--- src/rtl/velocity_cell_reader.sv ---
// velocity_cell_reader: reads a cell's particle count from cache address 0, then streams velocities 1..N through a 4-entry credit-limited FIFO.
module velocity_cell_reader #(
  parameter int DATA_WIDTH   = 32,
  parameter int ADDR_WIDTH   = 8,
  parameter int PARTICLE_NUM = 220
) (
  input  logic                      clk,
  input  logic                      rst,
  input  logic                      start,
  output logic [ADDR_WIDTH-1:0]     out_read_address,
  output logic                      out_rden,
  input  logic [3*DATA_WIDTH-1:0]   in_particle_info,
  output logic [3*DATA_WIDTH-1:0]   out_velocity,
  output logic [ADDR_WIDTH-1:0]     out_particle_id,
  output logic                      out_valid,
  input  logic                      in_ready,
  output logic [ADDR_WIDTH-1:0]     out_particle_count,
  output logic                      busy,
  output logic                      done,
  output logic                      count_error
);
  localparam int DW = 3 * DATA_WIDTH;
  localparam logic [ADDR_WIDTH-1:0] MAX_N = ADDR_WIDTH'(PARTICLE_NUM - 1);
  localparam logic [2:0] S_IDLE       = 3'd0;
  localparam logic [2:0] S_READ_COUNT = 3'd1;
  localparam logic [2:0] S_WAIT_COUNT = 3'd2;
  localparam logic [2:0] S_STREAM     = 3'd3;
  localparam logic [2:0] S_DRAIN      = 3'd4;
  localparam logic [2:0] S_DONE       = 3'd5;

  logic [2:0]               r_state;
  logic [ADDR_WIDTH-1:0]    r_addr, r_next, r_n, r_pa1, r_pa2;
  logic                     r_rden, r_p1, r_p2, r_c1, r_c2, r_err;
  logic [ADDR_WIDTH+DW-1:0] r_fifo [4];
  logic [1:0]               r_wp, r_rp;
  logic [2:0]               r_cnt;

  logic                     w_push, w_pop, w_issue, w_last;
  logic [3:0]               w_outstanding;
  logic [ADDR_WIDTH-1:0]    w_raw, w_n;
  logic [ADDR_WIDTH+DW-1:0] w_head;

  always_comb begin
    w_push        = r_p2;
    out_valid     = r_cnt != 3'd0;
    w_pop         = out_valid && in_ready;
    // every read in the address register or either return stage already owns a FIFO slot
    w_outstanding = 4'(r_rden) + 4'(r_p1) + 4'(r_p2) + {1'b0, r_cnt} - 4'(w_pop);
    w_issue       = (r_state == S_STREAM) && (w_outstanding < 4'd4);
    w_raw         = in_particle_info[ADDR_WIDTH-1:0];
    w_n           = (w_raw > MAX_N) ? MAX_N : w_raw;
    w_head        = r_fifo[r_rp];
    w_last        = w_pop && (w_head[ADDR_WIDTH+DW-1:DW] == r_n);
  end

  assign out_velocity       = out_valid ? w_head[DW-1:0] : '0;
  assign out_particle_id    = out_valid ? w_head[ADDR_WIDTH+DW-1:DW] : '0;
  assign out_read_address   = r_addr;
  assign out_rden           = r_rden;
  assign out_particle_count = r_n;
  assign count_error        = r_err;
  assign busy               = (r_state != S_IDLE) && (r_state != S_DONE);
  assign done               = r_state == S_DONE;

  always_ff @(posedge clk) begin
    if (rst) begin
      r_state <= S_IDLE;
      r_addr  <= '0;
      r_next  <= '0;
      r_n     <= '0;
      r_pa1   <= '0;
      r_pa2   <= '0;
      r_rden  <= 1'b0;
      r_p1    <= 1'b0;
      r_p2    <= 1'b0;
      r_c1    <= 1'b0;
      r_c2    <= 1'b0;
      r_err   <= 1'b0;
      r_wp    <= '0;
      r_rp    <= '0;
      r_cnt   <= '0;
    end else begin
      r_rden <= w_issue || (r_state == S_IDLE && start);
      r_addr <= w_issue ? r_next : '0;
      // address 0 is the count read; it never enters the FIFO
      r_p1   <= r_rden && (|r_addr);
      r_c1   <= r_rden && !(|r_addr);
      r_p2   <= r_p1;
      r_c2   <= r_c1;
      r_pa1  <= r_addr;
      r_pa2  <= r_pa1;
      if (w_push) begin
        r_fifo[r_wp] <= {r_pa2, in_particle_info};
        r_wp         <= r_wp + 2'd1;
      end
      if (w_pop) r_rp <= r_rp + 2'd1;
      r_cnt <= r_cnt + 3'(w_push) - 3'(w_pop);
      case (r_state)
        S_IDLE: if (start) begin
          r_state <= S_READ_COUNT;
          r_err   <= 1'b0;
          r_next  <= ADDR_WIDTH'(1);
        end
        S_READ_COUNT: r_state <= S_WAIT_COUNT;
        S_WAIT_COUNT: if (r_c2) begin
          r_n     <= w_n;
          r_err   <= w_raw > MAX_N;
          r_state <= (w_n == '0) ? S_DONE : S_STREAM;
        end
        S_STREAM: if (w_issue) begin
          r_next  <= r_next + ADDR_WIDTH'(1);
          r_state <= (r_next == r_n) ? S_DRAIN : S_STREAM;
        end
        S_DRAIN: r_state <= w_last ? S_DONE : S_DRAIN;
        default: r_state <= S_IDLE;
      endcase
    end
  end
endmodule
--- config.mk ---
export PLATFORM = sky130hd
export DESIGN_NAME = velocity_cell_reader
export DESIGN_NICKNAME = d
export VERILOG_FILES = /design/src/rtl/velocity_cell_reader.sv
export SDC_FILE = /design/constraint.sdc
export NUM_CORES = 1
export LEC_CHECK = 0
export CORE_MARGIN = 2
export CORE_UTILIZATION = 60
export CTS_CLUSTER_SIZE = 12
export DETAILED_ROUTE_END_ITERATION = 16
export GPL_TIMING_DRIVEN = 0
export PLACE_DENSITY = 0.85
export SYNTH_ARGS = -nofsm -noshare
export SYNTH_HDL_FRONTEND = slang
export SYNTH_SLANG_ARGS = --single-unit
export TNS_END_PERCENT = 5
--- constraint.sdc ---
create_clock -name clk -period 7.05 [get_ports clk]
set_input_delay 1.41 -clock clk [delete_from_list [all_inputs] [get_ports clk]]
set_output_delay 1.41 -clock clk [all_outputs]
set_load 0.02 [all_outputs]
=== Word-level counts from Yosys, hierarchy flattened ===
Memory sizes are Yosys's and may differ from the RTL's. A register that Yosys moved wholly into a read port is not among the register bits.
Index checks and enable logic that the tools add are counted.

* Bits in registers: 56
* Memories: 1
* Memory bits (writable): 416
* Logic and storage cells: 81

{| class="wikitable"
|+ Memory list
! name !! words !! bits a word !! read ports !! clocked after memory_dff !! wr ports !! line !! source
|-
| r_fifo || 4 || 104 || 1 || 1 || 1 || 34 || <nowiki>logic [ADDR_WIDTH+DW-1:0] r_fifo [4];</nowiki>
|}

* Reduce and logical (&&, ||, !) cells: 21
* Mux-type cells: 21
* Add/subtract/negate cells: 9
* Equality and inequality tests: 11
* Bitwise gates (word level): 1
* $lt $le $gt $ge: 2

{| class="wikitable"
|+ Operator list
! operator !! number
|-
| two-way mux 96 bit || 1
|-
| two-way mux 8 bit || 4
|-
| == test 8 bit || 2
|-
| one-hot mux 8 bit (2 select lines) || 1
|-
| two-way mux 3 bit || 5
|-
| one-hot mux 3 bit (5 select lines) || 1
|-
| AND reduction 3 bit || 3
|-
| adder 8 x 1 -> 8 bit (second input constant) || 1
|-
| greater-than comparator 8 bit (second input constant) || 1
|-
| logical NOT 8 bit || 1
|-
| OR reduction 8 bit || 1
|-
| logical AND 1 bit || 7
|-
| == test 3 x 2 -> 1 bit (second input constant) || 2
|-
| == test 3 bit (second input constant) || 2
|-
| two-way mux 1 bit || 6
|-
| != test 2 bit (second input constant) || 3
|-
| nonzero test 3 bit || 2
|-
| adder 2 x 1 -> 2 bit (second input constant) || 2
|-
| adder 3 x 3 -> 4 bit || 1
|-
| < comparator 4 x 3 -> 1 bit (second input constant) || 1
|-
| two-way mux 2 bit || 2
|-
| nonzero test 2 bit || 2
|-
| subtractor 4 x 1 -> 4 bit || 1
|-
| adder 2 x 1 -> 3 bit || 1
|-
| 12 further kinds || 12
|}

=== Longest topological paths before layout ===
* Depth in word-level cells: 8
* Mapped depth: 13
* Gate-level depth less buffers: 12

=== Worst setup path before layout ===
OpenSTA, ideal clock, no wires.

* Kind: input-to-reg
* Start: in rst
* End: mem r_fifo[0][0] in the netlist's numbering (enable)
* Stages on the path: 3
* Setup time: 0.475 ns
* Buffers on the path: 1
* Slack: 2.385 ns
* Arrival: 4.190 ns
* Cells stage by stage: clkbuf_1 -> nor2b_1 -> and2_1

* Cells in the longest elaborated chain, start to end: 2

{| class="wikitable"
|+ Ends and longest elaborated chain
! what !! line !! source
|-
| start, declared || 8 || <nowiki>input logic rst,</nowiki>
|-
| two-way mux 1 bit || 66 || <nowiki>if (rst) begin</nowiki>
|-
| two-way mux 1 bit (implied by the code) || 93 || <nowiki>r_fifo[r_wp] <= {r_pa2, in_particle_info};</nowiki>
|-
| end, declared || 34 ||
|}

Every way passes these cells.

==> flow_summary.toml <==
[status]
status = "complete, no violations"

[hold_path]
min_to = "r_pa2[4]"
hp-class = "register to register"
hold_path.startpoint = "r_pa1[4]"
hold_depth = 1

[setup_path]
r2r-end = "out_rden"
rr_worst_depth = 11
critPathKind = "register to output pin"
start_kind = "register"
cp_data_required_time_ns = 5.64
endpoint_kind = "output pin"
arrival_ns = 3.51
r2r_slack_ns = 3.25
crit_fanout = 10
reg2reg_from = "r_cnt[0]"

[timing]
tightestPinTransition_ns = 0.800
setup_tns_ns = 0
skew_ns = 0.0135
report.final.slew_viol_count = 0
setup_viol = 0
whs_ns = 0.434
relSlewSlack_pct = 46.7
fin_crit_sh_pct = 69.8
timing.fmax_mhz = 203
fin_crit_ns = 4.92
finalHoldViolCount = 0
rsz0062_at_grt = "no"

[synthesis]
synth_edf_count = 416
syn_nets = 1046
async_flop_share_pct = 0
synth_top_cell_by_area = "edfxtp_1"
yosys-top-cells-area = "edfxtp_1 (69%), mux4_2 (13%), dfxtp_1 (6.4%)"
synthCells = 934
synth_top_area_share_pct = 68.6
synth_area_um2 = 18200
synth_seq_cells = 474
ys_warn_count = 0
synth.avg_cell_area_um2 = 19.5
yosys.cell_count.top_type = "edfxtp_1"
seq_area_frac_synth_pct = 74.9
yosys_most_used_dff = "edfxtp_1"
synth_cell_type_count = 46
synth_common_cells = "edfxtp_1 (416), and2_1 (114), mux4_2 (104)"

[cts]
cts.sinks = 474
tritoncts = "built"
cts_setup_buffers = 0
cts_made_buffers = 47
hold_buffers = 0
root_buffer = "clkbuf_16"
clock_latency_ns = 0.53
cts_resized = 0
path_clk_slew_ns = 0.06
cts_buffer_depth = 3
h-tree-depth = 2

[power_and_ir_drop]
peakVddDrop_v = 0.000193
p_leak_nw = 7.17
p_total_mw = 7.40
power_per_cell_area_nw_per_um2 = 330

[finish]
fill_cells = 1690
final_cell_area_um2 = 22400
syn2layout_area_growth_pct = 23.0
finalNetCount = 1323
drive_above_1_share_pct = 15.9
layout.cells.non_filler = 1630

[place]
place_hpwl_um = 24200
placed_cell_area_um2 = 21100
portBuffers = 223
dpl.cell_count = 1552
gp_congestion = 0.892

[global_routing]
grt_use_total_pct = 24.5
grt_pass1_vias = 9858
grt_pass1_wl_um = 57500
grt_start_max_net_pins = 61
globalRouteOverflowTotal = 0
antenna_found_initial = 3

[route]
highest_layer = "met4"
routed-wl-met2_um = 20000
vias_per_cell = 5.83
firstDrtPassIters = 6
vias = 9510
ant_nets = 0
wl_per_cell_um = 23.6
wirelength_um = 38500
drc_errors = 0
wl_met1_um = 15100
wl_met3_um = 2620
drtIter0Drc = 952

[die]
core_um2 = 29800
die_y_um = 178
fp.dieArea_um2 = 31800
num_rows = 63
start_util_pct = 61.1
num_io_pins = 225
die_w_um = 178

[run]
maxCapViolCount = 0
==> where the power goes <==
group | leakage [nW] | internal (mW) | total [mW] | switching [mW]
Combinational | 2.30 | 1.02 | 2.12 | 1.10
Sequential | 4.22 | 3.07 | 3.09 | 0.0196
Clock | 0.647 | 1.25 | 2.20 | 0.944
==> worst max-delay path, stage by stage (launching register included) <==
cell and delay, ns:
dfxtp_1 0.44, clkbuf_1 0.64, buf_2 0.44, buf_2 0.34
mux4_2 0.34, and2_1 0.18, clkdlybuf4s50_1 0.60
==> layout make-up <==
class | count | area, um^2 | share of cell area, %
sequential | 474 | 13700 | 60.9
clock inverter | 7 | 48.8 | 0.218
buffer | 44 | 203 | 0.904
tap | 390 | 488 | 2.18
multi-input combinational | 402 | 4320 | 19.3
antenna | 4 | 10.0 | 0.0447
inverter | 14 | 52.6 | 0.234
clock buffer | 67 | 1280 | 5.72
timing repair buffer | 228 | 2350 | 10.5
==> how the worst max path moves through the flow <==
stage	end	cells past startpoint	startpoint	slack, ns
detailed placement	out_rden	10	in_ready	2.50
finish	out_velocity[85]	6	register	2.13
global route	out_velocity[85]	6	r_cnt[0]	1.94
floorplan	r_fifo[0][0]	3	rst	2.39
CTS	out_velocity[84]	6	register	2.05
global placement	r_fifo[0][72]	3	rst	0.47
==> per-layer routing <==
layer | global-route usage (%) | vias to the layer above
li1 | - | 4209
met1 | 32.2 | 4898
met2 | 42.1 | 345
met3 | 5.07 | 58
met4 | 6.74 | 0
met5 | 0 | -
==> state kept, by name, indices dropped and copies added (netlist names), named ones only <==
signal              flops
r_p1                    1
r_pa2                   8
r_fifo                416
out_read_address        8
r_next                  8
r_c1                    1
r_rp                    2
r_state                 3
r_c2                    1
r_pa1                   8
out_rden                1
r_cnt                   3
count_error             1
out_particle_count      8
r_p2                    1
r_wp                    2
==> cell families after synthesis <==
family | Yosys count | share of synthesized area [%]
buf+inv | 58 | 1.40
fa+ha+maj | 12 | 0.906
mux | 108 | 13.1
simple gates | 229 | 7.39
compound gates | 27 | 1.04
xor+xnor | 26 | 1.25
flops | 474 | 74.9
==> per-stage QoR <==
stage          utilization (%)  worst slack [ns]
6_report                  75.2              2.13
5_1_grt                   75.2              1.94
4_1_cts                   75.2              2.05
3_5_place_dp              70.7              2.50
3_3_place_gp              70.3             0.469
2_1_floorplan                -              2.39
==> placed cells by master, fill, tap and decap left out, types with 3 or more instances in the layout <==
| cell | n |
|---|---|
| nor2_1 | 30 |
| buf_1 | 5 |
| nand2_1 | 18 |
| mux2i_1 | 4 |
| o22ai_1 | 4 |
| and2_4 | 4 |
| nand3_1 | 6 |
| nor2b_1 | 20 |
| and3_1 | 3 |
| diode_2 | 4 |
| clkdlybuf4s50_1 | 223 |
| dfxtp_1 | 58 |
| mux4_2 | 104 |
| xor2_1 | 4 |
| buf_2 | 15 |
| ha_1 | 10 |
| clkbuf_16 | 48 |
| nor4_1 | 6 |
| edfxtp_1 | 416 |
| buf_16 | 3 |
| inv_1 | 13 |
| xnor2_1 | 22 |
| a21oi_1 | 9 |
| a31oi_1 | 3 |
| clkbuf_1 | 39 |
| and2_1 | 110 |
| nand3b_1 | 3 |
| nor3_1 | 12 |
| nand4_1 | 4 |
Note: power is estimated with default switching activity, not from simulation.
